===== src/rtl/alu_pkg.sv =====
// Shared ALU definitions: datapath width, multiplier FSM encoding, iteration count.
package alu_pkg;

  localparam int XLEN      = 32;
  localparam int MUL_STEPS = 32;

  typedef enum logic [1:0] {
    IDLE = 2'd0,
    RUN  = 2'd1,
    DONE = 2'd2
  } mul_state_e;

endpackage


===== src/rtl/booth_step33.sv =====
// One radix-2 Booth iteration: conditional add/sub of M into A, then an
// arithmetic right shift of the concatenated {A,Q,q_1} register.
module booth_step33 #(
  parameter int WIDTH = 32
) (
  input  logic [WIDTH:0]   a,
  input  logic [WIDTH-1:0] q,
  input  logic             q_1,
  input  logic [WIDTH:0]   m,
  output logic [WIDTH:0]   a_nxt,
  output logic [WIDTH-1:0] q_nxt,
  output logic             q_1_nxt
);

  logic [WIDTH:0] sum;

  always_comb begin
    sum = a;
    case ({q[0], q_1})
      2'b01:   sum = a + m;
      2'b10:   sum = a - m;
      default: sum = a;
    endcase
  end

  // A is one bit wider than the operands, so the sign survives the M = -2^(W-1) case.
  assign a_nxt   = {sum[WIDTH], sum[WIDTH:1]};
  assign q_nxt   = {sum[0], q[WIDTH-1:1]};
  assign q_1_nxt = q[0];

endmodule


===== src/rtl/alu_mul_seq32.sv =====
// Iterative signed multiplier: one Booth step per clock, fixed MUL_STEPS
// iterations, start/busy/done handshake for execute-stage stalls.
module alu_mul_seq32
  import alu_pkg::*;
#(
  parameter int WIDTH = XLEN
) (
  input  logic             clk,
  input  logic             rst,
  input  logic             start,
  input  logic [WIDTH-1:0] multiplicand,
  input  logic [WIDTH-1:0] multiplier,
  output logic             busy,
  output logic             done,
  output logic [WIDTH-1:0] product_hi,
  output logic [WIDTH-1:0] product_lo
);

  localparam logic [1:0] ST_IDLE = 2'(IDLE);
  localparam logic [1:0] ST_RUN  = 2'(RUN);
  localparam logic [1:0] ST_DONE = 2'(DONE);

  localparam int CW = $clog2(MUL_STEPS);
  localparam logic [CW-1:0] LAST_STEP = CW'(MUL_STEPS - 1);

  logic [1:0]       state;
  logic [CW-1:0]    count;
  logic [WIDTH:0]   a, m;
  logic [WIDTH-1:0] q;
  logic             q_1;

  logic [WIDTH:0]   a_nxt;
  logic [WIDTH-1:0] q_nxt;
  logic             q_1_nxt;

  booth_step33 #(.WIDTH(WIDTH)) u_step (
    .a       (a),
    .q       (q),
    .q_1     (q_1),
    .m       (m),
    .a_nxt   (a_nxt),
    .q_nxt   (q_nxt),
    .q_1_nxt (q_1_nxt)
  );

  always_ff @(posedge clk) begin
    if (rst) begin
      state      <= ST_IDLE;
      count      <= '0;
      a          <= '0;
      q          <= '0;
      q_1        <= 1'b0;
      m          <= '0;
      product_hi <= '0;
      product_lo <= '0;
    end else begin
      case (state)
        ST_IDLE: begin
          if (start) begin
            m     <= {multiplicand[WIDTH-1], multiplicand};
            a     <= '0;
            q     <= multiplier;
            q_1   <= 1'b0;
            count <= '0;
            state <= ST_RUN;
          end
        end
        ST_RUN: begin
          a     <= a_nxt;
          q     <= q_nxt;
          q_1   <= q_1_nxt;
          count <= count + 1'b1;
          // Result is taken straight from the final step so it is valid with done.
          if (count == LAST_STEP) begin
            product_hi <= a_nxt[WIDTH-1:0];
            product_lo <= q_nxt;
            state      <= ST_DONE;
          end
        end
        ST_DONE: state <= ST_IDLE;
        default: state <= ST_IDLE;
      endcase
    end
  end

  assign busy = (state == ST_RUN);
  assign done = (state == ST_DONE);

  a_busy_done_excl: assert property (@(posedge clk) !(busy && done));

endmodule


===== config.mk =====
export PLATFORM = sky130hd
export DESIGN_NAME = alu_mul_seq32
export DESIGN_NICKNAME = d
export VERILOG_FILES = /design/src/rtl/alu_pkg.sv /design/src/rtl/booth_step33.sv /design/src/rtl/alu_mul_seq32.sv
export SDC_FILE = /design/constraint.sdc
export NUM_CORES = 1
export LEC_CHECK = 0
export CAP_MARGIN = 20
export CORE_MARGIN = 5
export CORE_UTILIZATION = 60
export DETAILED_ROUTE_END_ITERATION = 12
export GPL_TIMING_DRIVEN = 0
export MAX_ROUTING_LAYER = met4
export PLACE_DENSITY = 0.87
export RECOVER_POWER = 50
export SYNTH_ARGS = -nofsm -noshare
export SYNTH_HDL_FRONTEND = slang
export SYNTH_SLANG_ARGS = --single-unit

===== constraint.sdc =====
create_clock -name clk -period 10.2 [get_ports clk]
set_input_delay 2.55 -clock clk [delete_from_list [all_inputs] [get_ports clk]]
set_output_delay 2.55 -clock clk [all_outputs]
set_load 0.02 [all_outputs]

==> metrics.txt, run 1 <==
main combinational cell family by area after synthesis compound AO/OA/AOI/OAI gates; synth unique cells 63; number of top-level pins around 130; mux cell area share after synthesis about 2.0%; final wirelength 27100 um; clock skew about 6.0 ps; Skew-Pair Late Insertion Delay approximately 440 ps; class of the worst hold path reg2reg; Hold Vio Cnt, Final 0; MaxCap Viol Count 0; die area between 15000 and 20000 um^2; critical path type reg2out; placed cells 1530; number of I/O port buffers 131; Iter 0 DRT Violations approximately 730; Synth Area in XOR/XNOR roughly 5.7%; largest net degree at the start of global routing 18; Max FO, Critical Path 10; core box area 15100 um^2; Clock transition at path regs roughly 70 ps; Post-Syn Nets ~1300; flop-to-flop setup slack ~5300 ps; adder-cell area share of the yosys netlist 5.10%; number of flops mapped to enable cells by yosys 0; RSZ-0062 raised after global routing no; Initial Util 61.0%; syn avg cell area roughly 7.6 um^2; drt drc 0; CTS tree yes; fin crit share between 50 and 60%; Critical Path Slowest Stage Cell clkdlybuf4s50_1; max_slew headroom between 50% and 60%; die height between 100 and 150 um; worst hold path stage count 2; Reg2Reg Depth 15; outcome completed; Post-DP HPWL about 20000 um; worst reg2reg startpoint m[5]; Cell Rows between 40 and 50; # H-tree levels 4; antenna-violating nets left 0; Pre-Repair DR Iteration Count 7; Critical Path AT 3030 ps; CP Data Required Time roughly 7700 ps; crit path capture type primary output; clk sinks 168; first-pass GRT wire length between 40000 and 50000 um; Setup TNS 0 ps; endpoints failing setup 0; Ys Warns 0; GP Congestion between 0.9 and 1; Worst Tran Pin Value roughly 730 ps; most common cell after layout, fill and taps aside nand2_1; RR Endpoint product_hi[24]; slowest stage delay, CP just under 800 ps; final non-filler cell total between 1500 and 2000; max-slew violation count 0; setup bufs post-CTS 0; n_diodes 0; initial antenna violation count 0; share of layout cells above drive strength 1 ~4.2%; leakage power about 0.0045 uW; ys async rst share 0%; Synth Area in Compound Gates a little under a quarter; post-synthesis simple-gate area fraction around 22%; register area share after synthesis a little over a third; vias in the first global route 8656; Cell Chain, Critical Path clkbuf_1 -> nand2b_1 -> inv_1 -> clkbuf_1 -> clkbuf_1 -> clkdlybuf4s50_1; commonest cells after routing, fill and taps aside nand2_1, nor2_1, dfxtp_1; min-delay src product_lo[17]; Worst Setup Start Kind flop; Clock Path Buffers 2; Root Buffer clkbuf_16; vias per cell approximately 5.9; post-cts resize count 0; hold_buf cts 0; pwr dens 153 nW/um^2; Critical Path Most Common Cell clkbuf_1; P&R area growth vs syn 22.9%; Die Wd about 130 um; NumNets Final approximately 1500; Mapped Cells roughly 1200; vias 9251; Netlist Area Pre-Place roughly 9000 um^2; peak supply drop approximately 0.00014 V; Synth Register Bits approximately 170; crit path time final ~5600 ps; fmax 0.179 GHz; CTS Buf Count 17; prevailing post-synth register cell dfxtp_1; GRT overflow 0; wire per inst approximately 17 um; GRT Util Overall between 30% and 40%; final core utilization around 75%; Hold Path End product_lo[17]
-- flip-flops by register name (all words and copies together) (netlist names) --
register and flops:
q_1 1, product_hi 32, state 2, product_lo 32, a 32, count 5
q 32, m 32
-- synth_stat cells, drive strengths merged (2+ instances only) --
cell	instances	area, um^2
o31a	3	26.3
xor2	22	193
a222oi	3	30.0
or4b	2	20.0
and2b	3	23.8
nand3b	8	60.1
nand2b	12	75.1
o221a	16	180
o31ai	3	22.5
a31oi	11	68.8
dfxtp	168	3360
ha	36	450
or3	4	25.0
xnor2	38	333
nand3	9	45.0
buf	10	38.8
o41ai	4	53.8
and2	5	31.3
a2bb2oi	2	17.5
a32oi	2	17.5
o21bai	3	22.5
mux2	3	33.8
nor2b	22	138
nand2	184	691
a2111oi	16	140
nand4	8	50.1
clkbuf	75	282
nor4	5	46.3
o21ai	39	195
a211oi	19	148
and3	4	25.0
nor3b	2	15.0
mux2i	15	154
a21oi	165	826
inv	33	124
or4	3	26.3
a211o	2	17.5
o21a	4	30.0
a22oi	23	173
nor2	178	668
a21o	19	143
nor3	15	75.1
-- routing by layer --
metal	GRT usage (%)	up-vias	wire length [um]
li1	-	4521	-
met1	37.6	4249	11200
met2	51.0	411	13000
met3	5.85	70	2190
met4	9.28	0	714
met5	-	-	0
-- logic make-up after synthesis --
family / after synthesis
xor+xnor: 60
buf+inv: 118
fa+ha+maj: 37
flops: 168
simple gates: 466
mux: 18
compound gates: 344
-- critical path, delay by kind of cell (launching register included) --
family,cells,cell delay [ps]
buffers and inverters,5,2060
DFF,1,310
and+or+nand+nor,1,220
-- how the worst max path moves through the flow --
stage | start | end | cells after the start
final | state[0] | busy | 6
after global routing | state[0] | busy | 6
after CTS | state[0] | busy | 6
after detailed placement | state[0] | busy | 6
after global placement | state[0] | busy | 6
after floorplan | m[5] | product_hi[30] | 17
-- cell type report --
type	instances	area [um^2]
Tap cell	188	235
Clock buffer	18	429
Fill cell	1195	3800
Timing Repair Buffer	131	1310
Sequential cell	168	3360
Buffer	85	320
Inverter	33	124
Clock inverter	14	134
Multi-Input combinational cell	925	5420
-- power by group --
group          internal [uW]  leakage [uW]  switching [uW]
Combinational            162       0.00289             238
Sequential               682       0.00137            28.9
Clock                    324      0.000267             306
Total                   1170       0.00452             573
-- per-stage QoR --
step | hold WS [ps] | instance area (um^2) | power [uW] | setup slack, ps
after floorplan | 445 | 9230 | 1000 | 5980
after global placement | 441 | 10800 | 1110 | 5160
after detailed placement | 446 | 10800 | 1110 | 5190
after CTS | 456 | 11300 | 1730 | 4690
after global routing | 473 | 11300 | 1810 | 4430
final | 449 | 11300 | 1740 | 4620
Power figures use the tool's default switching activity.
==> run 2: changes to the inputs <==
Settings changed: CORE_UTILIZATION 60 to 50, PLACE_DENSITY 0.87 to 0.77.
Clock period 10.2 ns to 5.08 ns, I/O delays scaled along.
==> run 2 against run 1 <==
Against the previous run:
- clock power is 100% higher
- power is 100% higher
- sequential share of layout area is 0.19 points lower
- count of clock-buffer cells in the layout is 2 higher
- sequential power is 100% higher
- hold slack better by 1.4 ps
- via count is 2.0% lower
- global-route usage is 4.7 points lower
- critical path depth is 8 higher
- final area is 0.66% higher
- first-iteration DRC count is 4.8% higher
- wire length is 0.48% higher
- critical endpoint is now product_hi[30]
- largest cell class unchanged
==> metrics.txt, run 2 (same netlist as run 1, synthesis figures left out) <==
outcome completed (unchanged); vias per cell 5.66 (was 5.92); min-delay src product_lo[8] (was product_lo[17]); Worst Tran Pin Value 805 ps (was 729 ps); pre-CTS WS 64.7 ps (was 5190 ps); Pre-Repair DR Iteration Count 7 (unchanged); final wirelength 27200 um (was 27100 um); fmax around 0.21 GHz; Iter 0 DRT Violations 760 (was 725); P&R area growth vs syn 23.7% (was 22.9%); vias 9068 (was 9251); initial antenna violation count 0 (unchanged); die height 146 um (was 134 um); clock skew 9.95 ps (was 6.02 ps); RR Endpoint product_hi[30] (was product_hi[24]); peak supply drop 0.000319 V (was 0.000139 V); Die Wd 146 um (was 134 um); RSZ-0062 raised after global routing no (unchanged); placed cells 1571 (was 1530); Switching Fraction 31.4% (was 32.9%); Critical Path Slowest Stage Cell o41ai_1 (was clkdlybuf4s50_1); Design Area, Final 11400 um^2 (was 11300 um^2); Critical Path AT 5020 ps (was 3030 ps); Skew-Pair Late Insertion Delay 430 ps (was 440 ps); GP Congestion 1.00 (was 0.964); n_diodes 0 (unchanged); Clock Path Buffers 2 (unchanged); CP bufs+invs 2 (was 5); clk sinks 168 (unchanged); critical path type reg2reg (was reg2out); worst hold path stage count 2 (unchanged); max_slew headroom 46.3% (was 51.3%); slowest stage delay, CP 660 ps (was 770 ps); flop-to-flop setup slack 400 ps (was 5260 ps); Max FO, Critical Path 10 (unchanged); worst reg2reg startpoint q[0] (was m[5]); Root Buffer clkbuf_16 (unchanged); endpoints failing setup 0 (unchanged); number of top-level pins 133 (unchanged); CP top delay family compound AO/OA/AOI/OAI gates (was buffers and inverters); Setup TNS 0 ps (unchanged); GRT overflow 0 (unchanged); Cell Chain, Critical Path ha_1 -> clkbuf_1 -> mux2_1 -> inv_1 -> ha_1 -> nor2b_1 -> o2111a_1 -> o41ai_1 -> a211oi_1 -> or4b_1 -> a31oi_1 -> xnor2_1 -> mux2i_1 -> a211oi_1 (was clkbuf_1 -> nand2b_1 -> inv_1 -> clkbuf_1 -> clkbuf_1 -> clkdlybuf4s50_1); MaxCap Viol Count 0 (unchanged); Flop pwr share 40.9% (was 40.8%); leakage power 0.00458 uW (was 0.00452 uW); largest net degree at the start of global routing 17 (was 18); Hold Path End product_lo[8] (was product_lo[17]); Post-DP HPWL 20800 um (was 20500 um); NumNets Final 1465 (unchanged); vias in the first global route 8472 (was 8656); Hold Vio Cnt, Final 0 (unchanged); antenna-violating nets left 0 (unchanged); drt drc 0 (unchanged); final non-filler cell total 1602 (was 1562); switching power 1100 uW (was 573 uW); crit path capture type flop (was primary output); Reg2Reg Depth 14 (was 15); final worst slack 404 ps (was 4620 ps); DP Area 10800 um^2 (about the same); setup bufs post-CTS 0 (unchanged); die area 21300 um^2 (was 18000 um^2); worst hold margin 450 ps (was 449 ps); core box area 18100 um^2 (was 15100 um^2); max-slew violation count 0 (unchanged); CTS tree yes (unchanged); wire per inst 17.0 um (was 17.3 um); clock power share 36.0% (was 36.2%); Int Pwr 2390 uW (was 1170 uW); crit path time final 4680 ps; # H-tree levels 4 (unchanged); CTS Buf Count 17 (unchanged); class of the worst hold path reg2reg (unchanged); most common cell after layout, fill and taps aside nand2_1 (unchanged); Worst Setup Start Kind flop (unchanged); Initial Util 51.0% (was 61.0%); fin crit share between 90% and 100%; GRT Util Overall 25.8% (was 30.5%); Cell Rows 49 (was 45); first-pass GRT wire length 44000 um (was 43100 um); number of I/O port buffers 131 (unchanged); share of layout cells above drive strength 1 4.44% (was 4.22%); commonest cells after routing, fill and taps aside nand2_1, nor2_1, dfxtp_1 (unchanged); pwr dens 306 nW/um^2 (was 153 nW/um^2); Comb power frac 23.1% (was 23.0%); CP Data Required Time 5430 ps (was 7650 ps); Clock transition at path regs 70 ps (about the same)
[run 2: tightest hold or removal path: stages, from the launching register on]
cell and delay (ps):
dfxtp_1 310, nand2_1 50, a21oi_1 50
[run 2: final cells by class]
class | instances | area, um^2
Buffer | 85 | 320
Clock inverter | 11 | 118
Fill cell | 1655 | 6670
Inverter | 33 | 124
Clock buffer | 20 | 447
Sequential cell | 168 | 3360
Tap cell | 229 | 287
Multi-Input combinational cell | 925 | 5450
Timing Repair Buffer | 131 | 1310
[run 2: routing by layer]
layer | track usage [%] | share of wire, % | vias to the layer above
met3 | 4.52 | 6.8 | 34
met1 | 33.6 | 45 | 4175
met2 | 41.4 | 47 | 326
met4 | 7.41 | 1.9 | 0
li1 | - | - | 4533
met5 | - | 0 | -
[run 2: through the flow]
step / power, uW / utilization (%)
after floorplan: 2010 / -
after global placement: 2230 / 59.9
after detailed placement: 2240 / 59.9
after CTS: 3480 / 63.0
after global routing: 3640 / 63.1
final: 3490 / 63.1
[run 2: how the worst max path moves through the flow]
stage               startpoint        endpoint  slack (ps)  cells after the start
global placement          m[5]  product_hi[30]          70                     17
floorplan                 m[5]  product_hi[30]         860                     17
global route              m[0]  product_hi[30]          70                     19
detailed placement        m[5]  product_hi[30]          60                     17
CTS                       m[5]  product_hi[30]          40                     17
finish                    q[0]  product_hi[30]         400                     14
[run 2: power by group through the flow]
stage	registers [uW]	clock network (uW)	logic, uW
after floorplan	1440	0	577
after global placement	1450	0	777
after detailed placement	1450	0	788
after CTS	1420	1270	794
after global routing	1430	1320	891
final	1430	1260	806
[run 2: repair_timing]
| action | in CTS | in global routing |
|---|---|---|
| endpoints found under the setup margin | 0 | 4 |
| hold buffers | 0 | 0 |
| hold endpoints to repair | 0 | 0 |
| resized for setup | 0 | 5 |
==> run 3: changes to the inputs <==
Settings changed: CORE_MARGIN 5 to not set.
==> run 3 against run 2 <==
Against the previous run:
- first-iteration DRC count shrank 9.5%
- global-route usage grew 4.9 points
- clock power is essentially flat
- flip-flop and latch count is the same
- count of clock-buffer cells in the layout shrank 2
- hold slack gained 1.1 ps
- final area grew 0.18%
- critical path type unchanged
- largest cell class unchanged
- largest power group unchanged
==> metrics.txt, run 3 (same netlist as run 1, synthesis figures left out) <==
Max FO, Critical Path 8 (was 10); GRT overflow 0 (unchanged); Cell Rows 49 (unchanged); Clock Path Buffers 2 (unchanged); fin crit share 92.0% (was 92.1%); GP Congestion 0.963 (was 1.00); Post-DP HPWL 20700 um (was 20800 um); clk sinks 168 (unchanged); endpoints failing setup 0 (unchanged); NumNets Final 1465 (unchanged); fmax 0.214 GHz (about the same); vias per cell 5.69 (was 5.66); number of top-level pins 133 (unchanged); n_diodes 0 (unchanged); Switching Fraction 33.3% (was 31.4%); Hold Vio Cnt, Final 0 (unchanged); CTS tree yes (unchanged); first-pass GRT wire length 43600 um (was 44000 um); Initial Util 51.2% (was 51.0%); MaxCap Viol Count 0 (unchanged); number of I/O port buffers 131 (unchanged); wire per inst 17.3 um (was 17.0 um); Filler cells 1690 (was 1655); RSZ-0062 raised after global routing no (unchanged); max-slew violation count 0 (unchanged); Die Wd 138 um (was 146 um); final wirelength 27700 um (was 27200 um); vias 9119 (was 9068); Flop pwr share 40.4% (was 40.9%); Clock transition at path regs 70 ps (about the same); Design Area, Final 11400 um^2 (about the same); Worst Tran Pin Value 784 ps (was 805 ps); Root Buffer clkbuf_16 (unchanged); Skew-Pair Late Insertion Delay 450 ps (was 430 ps); most common cell after layout, fill and taps aside nand2_1 (unchanged); die height 138 um (was 146 um); hold_buf cts 0 (unchanged); GRT Util Overall 30.7% (was 25.8%); largest net degree at the start of global routing 19 (was 17); DP Area 10800 um^2 (unchanged); class of the worst hold path reg2reg (unchanged); switching power 1170 uW (was 1100 uW); Comb power frac 23.1% (about the same); Critical Path AT 5040 ps (was 5020 ps); critical path type reg2reg (unchanged); worst hold margin 451 ps (was 450 ps); Setup TNS 0 ps (unchanged); clock power share 36.4% (was 36.0%); CTS Buf Count 17 (unchanged); Iter 0 DRT Violations 688 (was 760); commonest cells after routing, fill and taps aside nand2_1, nor2_1, dfxtp_1 (unchanged); drt drc 0 (unchanged); CP Data Required Time 5440 ps (was 5430 ps); setup bufs post-CTS 0 (unchanged); peak supply drop 0.000272 V (was 0.000319 V); core box area 18000 um^2 (was 18100 um^2); vias in the first global route 8688 (was 8472); max_slew headroom 47.7% (was 46.3%); die area 19000 um^2 (was 21300 um^2); crit path time final 4670 ps (was 4680 ps); Pre-Repair DR Iteration Count 5 (was 7); clock skew 13.3 ps (was 9.95 ps); initial antenna violation count 0 (unchanged); # H-tree levels 4 (unchanged); share of layout cells above drive strength 1 4.51% (was 4.44%); P&R area growth vs syn 23.9% (was 23.7%); pwr dens 308 nW/um^2 (was 306 nW/um^2); Int Pwr 2350 uW (was 2390 uW); Worst Setup Start Kind flop (unchanged); leakage power 0.00458 uW (about the same); outcome completed (unchanged); antenna-violating nets left 0 (unchanged); crit path capture type flop (unchanged)
## run 3: final cells by class
type	count	area (um^2)	area share, %
multi-input combinational	925	5450	47.7
tap	229	287	2.51
clock buffer	18	429	3.75
inverter	33	124	1.08
sequential	168	3360	29.4
buffer	85	320	2.80
clock inverter	14	150	1.31
timing repair buffer	131	1310	11.5
## run 3: final timing paths
| check | startpoint | end | slack [ps] | depth (start not counted) |
|---|---|---|---|---|
| hold / removal | product_lo[3] | product_lo[3] | 450 | 2 |
| setup / recovery | m[0] | product_hi[30] | 410 | 19 |
| setup reg to reg | m[0] | product_hi[30] | 410 | 19 |
| hold reg to reg | product_lo[3] | product_lo[3] | 450 | 2 |
## run 3: repair_timing
action	CTS	global route
resized for setup	0	5
hold endpoints to repair	0	0
endpoints found under the setup margin	0	14
## run 3: worst max-delay path: stages, from the launching register on
cell and delay [ps]:
dfxtp_1 370, inv_1 100, ha_1 190, or4b_1 560, nor4_4 230, and2b_2 230, and3b_4 240, nor2_1 60
xnor2_1 180, ha_1 250, clkbuf_1 200, a21oi_1 200, nor2b_1 70, o31a_1 260, o41ai_2 240, or4b_1 470
a31oi_1 220, xnor2_1 140, mux2i_1 120, a211oi_1 250
## run 3: metal layers
metal / wire length, um / GRT usage, % / vias up
met4: 878 / 12.0 / 0
met1: 12300 / 38.2 / 4175
met3: 1780 / 4.68 / 55
met2: 12700 / 50.0 / 363
li1: - / - / 4526
met5: 0 / - / -
## run 3: stage by stage
stage | total power, uW | worst slack (ps) | cells | util (%)
after global routing | 3670 | 54.4 | 1603 | 63.4
after CTS | 3510 | 157 | 1603 | 63.3
after global placement | 2240 | 239 | 1571 | 60.1
after detailed placement | 2250 | 174 | 1571 | 60.1
after floorplan | 2010 | 864 | 1211 | -
final | 3530 | 407 | 1603 | 63.4
## run 3: power groups by stage
stage	Clock (uW)	Combinational (uW)	Sequential (uW)
final	1280	817	1430
after global routing	1340	897	1430
after CTS	1290	803	1420
after detailed placement	0	794	1450
after global placement	0	788	1450
after floorplan	0	577	1440
